--- config.mk ---
export PLATFORM = sky130hd
export DESIGN_NAME = bus_req_arbiter
export DESIGN_NICKNAME = d
export VERILOG_FILES = /design/src/rtl/bus_req_arbiter.sv
export SDC_FILE = /design/constraint.sdc
export NUM_CORES = 2
export LEC_CHECK = 0
export ABC_AREA = 1
export CORE_AREA = 2 2 404 406
export CTS_CLUSTER_SIZE = 24
export DETAILED_ROUTE_END_ITERATION = 10
export DIE_AREA = 0 0 406 408
export MAX_ROUTING_LAYER = met4
export SETUP_SLACK_MARGIN = 0.05
export SYNTH_ARGS = -nofsm -noshare
export SYNTH_HDL_FRONTEND = slang
export SYNTH_SLANG_ARGS = --single-unit
--- constraint.sdc ---
create_clock -name clk -period 3.3 [get_ports clk]
set_input_delay 0.33 -clock clk [delete_from_list [all_inputs] [get_ports clk]]
set_output_delay 0.33 -clock clk [all_outputs]
set_load 0.1 [all_outputs]
--- src/rtl/bus_req_arbiter.sv ---
// Round-robin arbiter sharing one line-request port between the UART loader (u_*)
// and the D-cache (d_*), with per-requester pending slots, response routing and a watchdog.
module bus_req_arbiter #(
  parameter int AW        = 32,
  parameter int DW        = 128,
  parameter int MW        = 16,
  parameter int TO_CYCLES = 4096
) (
  input  logic          clk,
  input  logic          rst,
  // UART loader
  input  logic          u_wstart_rq,
  input  logic [AW-1:0] u_win_addr,
  input  logic [DW-1:0] u_in_wdata,
  input  logic [MW-1:0] u_in_mask,
  input  logic          u_rstart_rq,
  input  logic [AW-1:0] u_rin_addr,
  output logic          u_finish_wresp,
  output logic [DW-1:0] u_rdat_m_data,
  output logic          u_rdat_m_valid,
  output logic          u_finish_mrd,
  // D-cache
  input  logic          d_wstart_rq,
  input  logic [AW-1:0] d_win_addr,
  input  logic [DW-1:0] d_in_wdata,
  input  logic [MW-1:0] d_in_mask,
  input  logic          d_rstart_rq,
  input  logic [AW-1:0] d_rin_addr,
  output logic          d_finish_wresp,
  output logic [DW-1:0] d_rdat_m_data,
  output logic          d_rdat_m_valid,
  output logic          d_finish_mrd,
  // downstream requester channel
  output logic          m_wstart_rq,
  output logic [AW-1:0] m_win_addr,
  output logic [DW-1:0] m_in_wdata,
  output logic [MW-1:0] m_in_mask,
  output logic          m_rstart_rq,
  output logic [AW-1:0] m_rin_addr,
  input  logic          m_finish_wresp,
  input  logic [DW-1:0] m_rdat_m_data,
  input  logic          m_rdat_m_valid,
  input  logic          m_finish_mrd,
  // status
  output logic          busy,
  output logic [1:0]    ovf_err,
  output logic          timeout_err
);

  typedef enum logic [1:0] {IDLE, WAIT_W, WAIT_R} state_t;

  localparam int CW = $clog2(TO_CYCLES + 1);
  localparam logic [CW-1:0] WD_LAST = CW'(TO_CYCLES - 1);

  state_t state_q, state_d;
  logic   owner_q, owner_d;          // 0 = UART, 1 = D-cache
  logic   lastGrant_q, lastGrant_d;
  logic [CW-1:0] wdCnt_q, wdCnt_d;

  logic          uWrValid_q, uWrValid_d, uRdValid_q, uRdValid_d;
  logic [AW-1:0] uWrAddr_q, uWrAddr_d, uRdAddr_q, uRdAddr_d;
  logic [DW-1:0] uWrData_q, uWrData_d;
  logic [MW-1:0] uWrMask_q, uWrMask_d;
  logic          dWrValid_q, dWrValid_d, dRdValid_q, dRdValid_d;
  logic [AW-1:0] dWrAddr_q, dWrAddr_d, dRdAddr_q, dRdAddr_d;
  logic [DW-1:0] dWrData_q, dWrData_d;
  logic [MW-1:0] dWrMask_q, dWrMask_d;

  logic          mWstart_q, mWstart_d, mRstart_q, mRstart_d;
  logic [AW-1:0] mWinAddr_q, mWinAddr_d, mRinAddr_q, mRinAddr_d;
  logic [DW-1:0] mInWdata_q, mInWdata_d;
  logic [MW-1:0] mInMask_q, mInMask_d;

  logic          uFinWresp_q, uFinWresp_d, uRdValid2_q, uRdValid2_d, uFinMrd_q, uFinMrd_d;
  logic          dFinWresp_q, dFinWresp_d, dRdValid2_q, dRdValid2_d, dFinMrd_q, dFinMrd_d;
  logic [DW-1:0] uRdData_q, uRdData_d, dRdData_q, dRdData_d;
  logic [1:0]    ovfErr_q, ovfErr_d;
  logic          toErr_q, toErr_d;

  logic uPend, dPend, pickD, pickWr, grant;
  logic wdHit, wDone, rDone, timeout;
  logic uWrTake, uRdTake, dWrTake, dRdTake;
  logic uWrBusy, uRdBusy, dWrBusy, dRdBusy;

  // Arbitration: on a tie the requester that was not granted last wins; writes before reads.
  assign uPend   = uWrValid_q | uRdValid_q;
  assign dPend   = dWrValid_q | dRdValid_q;
  assign pickD   = dPend & (~uPend | ~lastGrant_q);
  assign pickWr  = pickD ? dWrValid_q : uWrValid_q;
  assign grant   = (state_q == IDLE) & (uPend | dPend);

  assign wdHit   = (wdCnt_q == WD_LAST);
  assign wDone   = (state_q == WAIT_W) & (m_finish_wresp | wdHit);
  assign rDone   = (state_q == WAIT_R) & (m_finish_mrd | wdHit);
  assign timeout = ((state_q == WAIT_W) & wdHit & ~m_finish_wresp) |
                   ((state_q == WAIT_R) & wdHit & ~m_finish_mrd);

  always_ff @(posedge clk) begin
    if (rst) state_q <= IDLE;
    else     state_q <= state_d;
  end

  always_comb begin
    state_d = state_q;
    case (state_q)
      IDLE:    if (uPend | dPend) state_d = pickWr ? WAIT_W : WAIT_R;
      WAIT_W:  if (wDone) state_d = IDLE;
      WAIT_R:  if (rDone) state_d = IDLE;
      default: state_d = IDLE;
    endcase
  end

  // A pulse is dropped while its slot is full or while that same type is still in flight for it.
  assign uWrBusy = (state_q == WAIT_W) & ~owner_q & ~wDone;
  assign uRdBusy = (state_q == WAIT_R) & ~owner_q & ~rDone;
  assign dWrBusy = (state_q == WAIT_W) &  owner_q & ~wDone;
  assign dRdBusy = (state_q == WAIT_R) &  owner_q & ~rDone;
  assign uWrTake = u_wstart_rq & ~uWrValid_q & ~uWrBusy;
  assign uRdTake = u_rstart_rq & ~uRdValid_q & ~uRdBusy;
  assign dWrTake = d_wstart_rq & ~dWrValid_q & ~dWrBusy;
  assign dRdTake = d_rstart_rq & ~dRdValid_q & ~dRdBusy;

  always_comb begin
    uWrValid_d = uWrValid_q;
    uWrAddr_d  = uWrAddr_q;
    uWrData_d  = uWrData_q;
    uWrMask_d  = uWrMask_q;
    uRdValid_d = uRdValid_q;
    uRdAddr_d  = uRdAddr_q;
    dWrValid_d = dWrValid_q;
    dWrAddr_d  = dWrAddr_q;
    dWrData_d  = dWrData_q;
    dWrMask_d  = dWrMask_q;
    dRdValid_d = dRdValid_q;
    dRdAddr_d  = dRdAddr_q;
    if (grant & ~pickD &  pickWr) uWrValid_d = 1'b0;
    if (grant & ~pickD & ~pickWr) uRdValid_d = 1'b0;
    if (grant &  pickD &  pickWr) dWrValid_d = 1'b0;
    if (grant &  pickD & ~pickWr) dRdValid_d = 1'b0;
    if (uWrTake) begin
      uWrValid_d = 1'b1;
      uWrAddr_d  = u_win_addr;
      uWrData_d  = u_in_wdata;
      uWrMask_d  = u_in_mask;
    end
    if (uRdTake) begin
      uRdValid_d = 1'b1;
      uRdAddr_d  = u_rin_addr;
    end
    if (dWrTake) begin
      dWrValid_d = 1'b1;
      dWrAddr_d  = d_win_addr;
      dWrData_d  = d_in_wdata;
      dWrMask_d  = d_in_mask;
    end
    if (dRdTake) begin
      dRdValid_d = 1'b1;
      dRdAddr_d  = d_rin_addr;
    end
  end

  always_comb begin
    mWstart_d   = grant & pickWr;
    mRstart_d   = grant & ~pickWr;
    mWinAddr_d  = mWinAddr_q;
    mInWdata_d  = mInWdata_q;
    mInMask_d   = mInMask_q;
    mRinAddr_d  = mRinAddr_q;
    owner_d     = owner_q;
    lastGrant_d = lastGrant_q;
    if (grant) begin
      owner_d     = pickD;
      lastGrant_d = pickD;
    end
    if (grant & pickWr) begin
      mWinAddr_d = pickD ? dWrAddr_q : uWrAddr_q;
      mInWdata_d = pickD ? dWrData_q : uWrData_q;
      mInMask_d  = pickD ? dWrMask_q : uWrMask_q;
    end
    if (grant & ~pickWr) mRinAddr_d = pickD ? dRdAddr_q : uRdAddr_q;
    wdCnt_d     = (state_q == IDLE) ? '0 : wdCnt_q + CW'(1);
    uFinWresp_d = wDone & ~owner_q;
    dFinWresp_d = wDone &  owner_q;
    uFinMrd_d   = rDone & ~owner_q;
    dFinMrd_d   = rDone &  owner_q;
    uRdValid2_d = (state_q == WAIT_R) & ~owner_q & m_rdat_m_valid;
    dRdValid2_d = (state_q == WAIT_R) &  owner_q & m_rdat_m_valid;
    uRdData_d   = uRdValid2_d ? m_rdat_m_data : '0;
    dRdData_d   = dRdValid2_d ? m_rdat_m_data : '0;
    ovfErr_d    = ovfErr_q | {d_wstart_rq & ~dWrTake | d_rstart_rq & ~dRdTake,
                              u_wstart_rq & ~uWrTake | u_rstart_rq & ~uRdTake};
    toErr_d     = toErr_q | timeout;
  end

  always_ff @(posedge clk) begin
    if (rst) begin
      owner_q     <= 1'b0;
      lastGrant_q <= 1'b1;
      wdCnt_q     <= '0;
      uWrValid_q  <= 1'b0;
      uWrAddr_q   <= '0;
      uWrData_q   <= '0;
      uWrMask_q   <= '0;
      uRdValid_q  <= 1'b0;
      uRdAddr_q   <= '0;
      dWrValid_q  <= 1'b0;
      dWrAddr_q   <= '0;
      dWrData_q   <= '0;
      dWrMask_q   <= '0;
      dRdValid_q  <= 1'b0;
      dRdAddr_q   <= '0;
      mWstart_q   <= 1'b0;
      mRstart_q   <= 1'b0;
      mWinAddr_q  <= '0;
      mInWdata_q  <= '0;
      mInMask_q   <= '0;
      mRinAddr_q  <= '0;
      uFinWresp_q <= 1'b0;
      dFinWresp_q <= 1'b0;
      uFinMrd_q   <= 1'b0;
      dFinMrd_q   <= 1'b0;
      uRdValid2_q <= 1'b0;
      dRdValid2_q <= 1'b0;
      uRdData_q   <= '0;
      dRdData_q   <= '0;
      ovfErr_q    <= '0;
      toErr_q     <= 1'b0;
    end else begin
      owner_q     <= owner_d;
      lastGrant_q <= lastGrant_d;
      wdCnt_q     <= wdCnt_d;
      uWrValid_q  <= uWrValid_d;
      uWrAddr_q   <= uWrAddr_d;
      uWrData_q   <= uWrData_d;
      uWrMask_q   <= uWrMask_d;
      uRdValid_q  <= uRdValid_d;
      uRdAddr_q   <= uRdAddr_d;
      dWrValid_q  <= dWrValid_d;
      dWrAddr_q   <= dWrAddr_d;
      dWrData_q   <= dWrData_d;
      dWrMask_q   <= dWrMask_d;
      dRdValid_q  <= dRdValid_d;
      dRdAddr_q   <= dRdAddr_d;
      mWstart_q   <= mWstart_d;
      mRstart_q   <= mRstart_d;
      mWinAddr_q  <= mWinAddr_d;
      mInWdata_q  <= mInWdata_d;
      mInMask_q   <= mInMask_d;
      mRinAddr_q  <= mRinAddr_d;
      uFinWresp_q <= uFinWresp_d;
      dFinWresp_q <= dFinWresp_d;
      uFinMrd_q   <= uFinMrd_d;
      dFinMrd_q   <= dFinMrd_d;
      uRdValid2_q <= uRdValid2_d;
      dRdValid2_q <= dRdValid2_d;
      uRdData_q   <= uRdData_d;
      dRdData_q   <= dRdData_d;
      ovfErr_q    <= ovfErr_d;
      toErr_q     <= toErr_d;
    end
  end

  assign m_wstart_rq    = mWstart_q;
  assign m_win_addr     = mWinAddr_q;
  assign m_in_wdata     = mInWdata_q;
  assign m_in_mask      = mInMask_q;
  assign m_rstart_rq    = mRstart_q;
  assign m_rin_addr     = mRinAddr_q;
  assign u_finish_wresp = uFinWresp_q;
  assign u_rdat_m_data  = uRdData_q;
  assign u_rdat_m_valid = uRdValid2_q;
  assign u_finish_mrd   = uFinMrd_q;
  assign d_finish_wresp = dFinWresp_q;
  assign d_rdat_m_data  = dRdData_q;
  assign d_rdat_m_valid = dRdValid2_q;
  assign d_finish_mrd   = dFinMrd_q;
  assign busy           = (state_q != IDLE);
  assign ovf_err        = ovfErr_q;
  assign timeout_err    = toErr_q;

endmodule
==> qor.txt <==
Core footprint: 162000 sq um
FP Rows: 148
Starting Density: 0.195
Final Cycle Share: 0.826
CP Max Fanout: 1
Filler instances: 17300
Max_slew headroom: 0.265
Final setup vio count: 0
Initial antenna violation count: 24
CP delay by family, top: buffers and inverters
CTS Buf Count: 102
Fmax: 367 MHz
DR DRC count: 0
Pwr dens: 737 nW/um^2
Gate power share: 0.290
Pins Over Slew Limit: 0
Vias: 29700
Instance count on the critical path: 1
Setup crit end kind: output pin
Final setup margin: 573 ps
Sequential power share: 0.364
Peak supply drop: 0.508 mV
Fin cells: 7214
Hold Path Stages: 3
Critical Path Source Type: flop
Internal: 21.9 mW
H-tree Lvls: 3
CP arrival: 2400 ps
CP max stage cell: clkdlybuf4s50_1
Place WS: 626 ps
# IOs: 1029
CTS resizes: 0
Reg-to-Reg Start: wdCnt_q[0]
CTS Hold Bufs: 0
Setup tns final: 0 ps
Switching power: 13.1 mW
DRT Pass-1 Iters: 5
Die W: 406 um
Worst hold-check path type: input pin to flop
Worst-case clock skew: 46.2 ps
Cell Area, Synth: 31600 sq um
RSZ-0062 raised after global routing: no
Clock share of power: 0.346
Critical setup path kind: flop to output pin
Placer congestion estimate: 0.905
Postcts setup bufs: 0
Clock transition at path regs: 60 ps
Min-delay src: m_rdat_m_data[91]
Max_cap viols: 0
Seq/Total Area, Yosys: 0.578
Placed instance area: 43800 sq um
Synthesis Warnings: 0
Required @ worst endpoint: 2970 ps
Port bufs: 1028
Routed len/inst: 18.4 um
DRT Wirelength: 133 mm
Placed insts: 7007
Worst setup path startpoint: d_rdat_m_data[53]
Mapped Cells: 4018
Vias per cell: 4.12
First-pass GRT wire length: 190 mm
Setup slack, reg-to-reg: 700 ps
Post-synthesis net count: 4572
CTS tree: done
Syn-to-layout area delta: 50.3%
Register bit total from synthesis: 912
Drt initial violations: 1719
Unique cell type count in the Yosys netlist: 30
Share of cells above drive strength 1: 0.0703
Height of the die: 408 um
Slew @ Worst Pin: 1100 ps
Crit-path cells: clkdlybuf4s50_1
Leak Pwr: 19.2 nW
Clock Latency Late Sink: 710 ps
Final ANT Viol Nets: 0
Tmin final: 2730 ps
Max Root-Sink Buffers: 3
CTS root buf: clkbuf_16
Die footprint: 166000 sq um
Largest net degree at the start of global routing: 167
Final Net Count: 5490
Vias in the first global route: 28800
GRT Total Usage: 0.159
Sw frac: 0.374
Outcome: completed
Dpl hpwl: 98.5 mm
Syn_area_per_cell: 7.86 sq um
Grt total ovfl: 0
Clk sinks: 912
Hold Vio Cnt, Final: 0
WP buf/inv: 1
Largest stage delay, worst path: 1190 ps
Fin area: 47500 sq um
R2R cell count: 9
cell usage in the layout (no fill, tap or decap), types with 21 or more instances in the layout:
cell / Yosys / routed
nor2_1: 1050 / 1050
clkdlybuf4s50_1: 0 / 924
dfxtp_1: 912 / 912
o21ai_0: 735 / 735
inv_1: 368 / 365
nand2_1: 271 / 270
a21oi_1: 253 / 253
buf_4: 10 / 151
clkbuf_16: 0 / 103
o21ai_1: 75 / 75
nand3_1: 44 / 44
clkbuf_8: 0 / 22
diode_2: 0 / 21
logic make-up (layout without fill, tap and decap cells):
family,Yosys count,in the layout,synth area share
other cells,0,21,0
fa+ha+maj,1,1,0.000396
buf+inv,655,1655,0.0844
compound gates,1067,1067,0.170
simple gates,1380,1380,0.167
flops,912,912,0.578
xor+xnor,3,3,0.000832
Yosys cell counts:
master,number,share of area
a21oi_1,253,0.040
a21oi_4,1,0.00052
buf_1,2,0.00024
buf_2,75,0.012
buf_4,10,0.0024
buf_6,10,0.0036
clkbuf_1,186,0.022
clkinv_1,1,0.00012
dfxtp_1,912,0.58
ha_1,1,0.00040
inv_1,368,0.044
inv_2,3,0.00036
nand2_1,271,0.032
nand2_2,3,0.00059
nand3_1,44,0.0070
nand4_1,2,0.00040
nor2_1,1050,0.12
nor2_2,1,0.00020
nor2_4,1,0.00036
nor3_1,5,0.00079
nor3b_1,1,0.00024
o21ai_0,735,0.12
o21ai_1,75,0.012
o21bai_1,1,0.00024
o22ai_1,1,0.00020
o31ai_1,1,0.00024
or2_1,1,0.00020
or2_2,1,0.00020
xnor2_1,1,0.00028
xor2_1,2,0.00055
area by class of cell:
cell class              instances  area [sq um]  area share
multi-input cells            2451         10700       0.225
repair buffers               1097         10700       0.226
diodes                         21          52.6     0.00111
clock inverters                41           648      0.0136
flip-flops and latches        912         18300       0.384
well taps                    2175          2720      0.0573
inverters                     372          1420      0.0299
clock buffers                 145          2960      0.0622
worst paths after layout:
check	to
min reg2reg	dWrData_q[98]
max reg2reg	uWrData_q[0]
min	u_rdat_m_data[91]
max	d_rdat_m_data[53]
per-layer routing:
layer / vias up / GRT usage / part of all wire / wire length (um)
li1: 14600 / - / - / -
met1: 13900 / 0.179 / 0.40 / 53600
met2: 1059 / 0.262 / 0.48 / 63600
met3: 217 / 0.0422 / 0.078 / 10300
met4: 0 / 0.0708 / 0.041 / 5490
met5: - / - / 0 / 0
registers in the layout, summed over array words and instances, names as in the netlist, 2 cells and up:
signal / count
dWrData_q: 128
d_rdat_m_data: 128
m_in_wdata: 128
uWrData_q: 128
u_rdat_m_data: 128
dRdAddr_q: 32
dWrAddr_q: 32
m_rin_addr: 32
m_win_addr: 32
uRdAddr_q: 32
uWrAddr_q: 32
dWrMask_q: 16
m_in_mask: 16
uWrMask_q: 16
wdCnt_q: 13
ovf_err: 2
state_q: 2
power groups by stage:
stage               clock [mW]  combinational (mW)  sequential, mW
finish                    12.1                10.1            12.7
global placement             0                10.1            12.9
detailed placement           0                10.2            13.0
CTS                       12.4                10.2            12.7
global route              12.9                10.8            12.9
floorplan                    0                2.81            17.0
stage by stage:
stage	hold WS, ps	util	total power, mW
after CTS	56.5	0.293	35.4
after detailed placement	437	0.271	23.1
final	145	0.294	35.0
after floorplan	418	-	19.8
after global routing	97.5	0.294	36.5
after global placement	429	0.271	23.1
(Power assumes the default switching activity.)
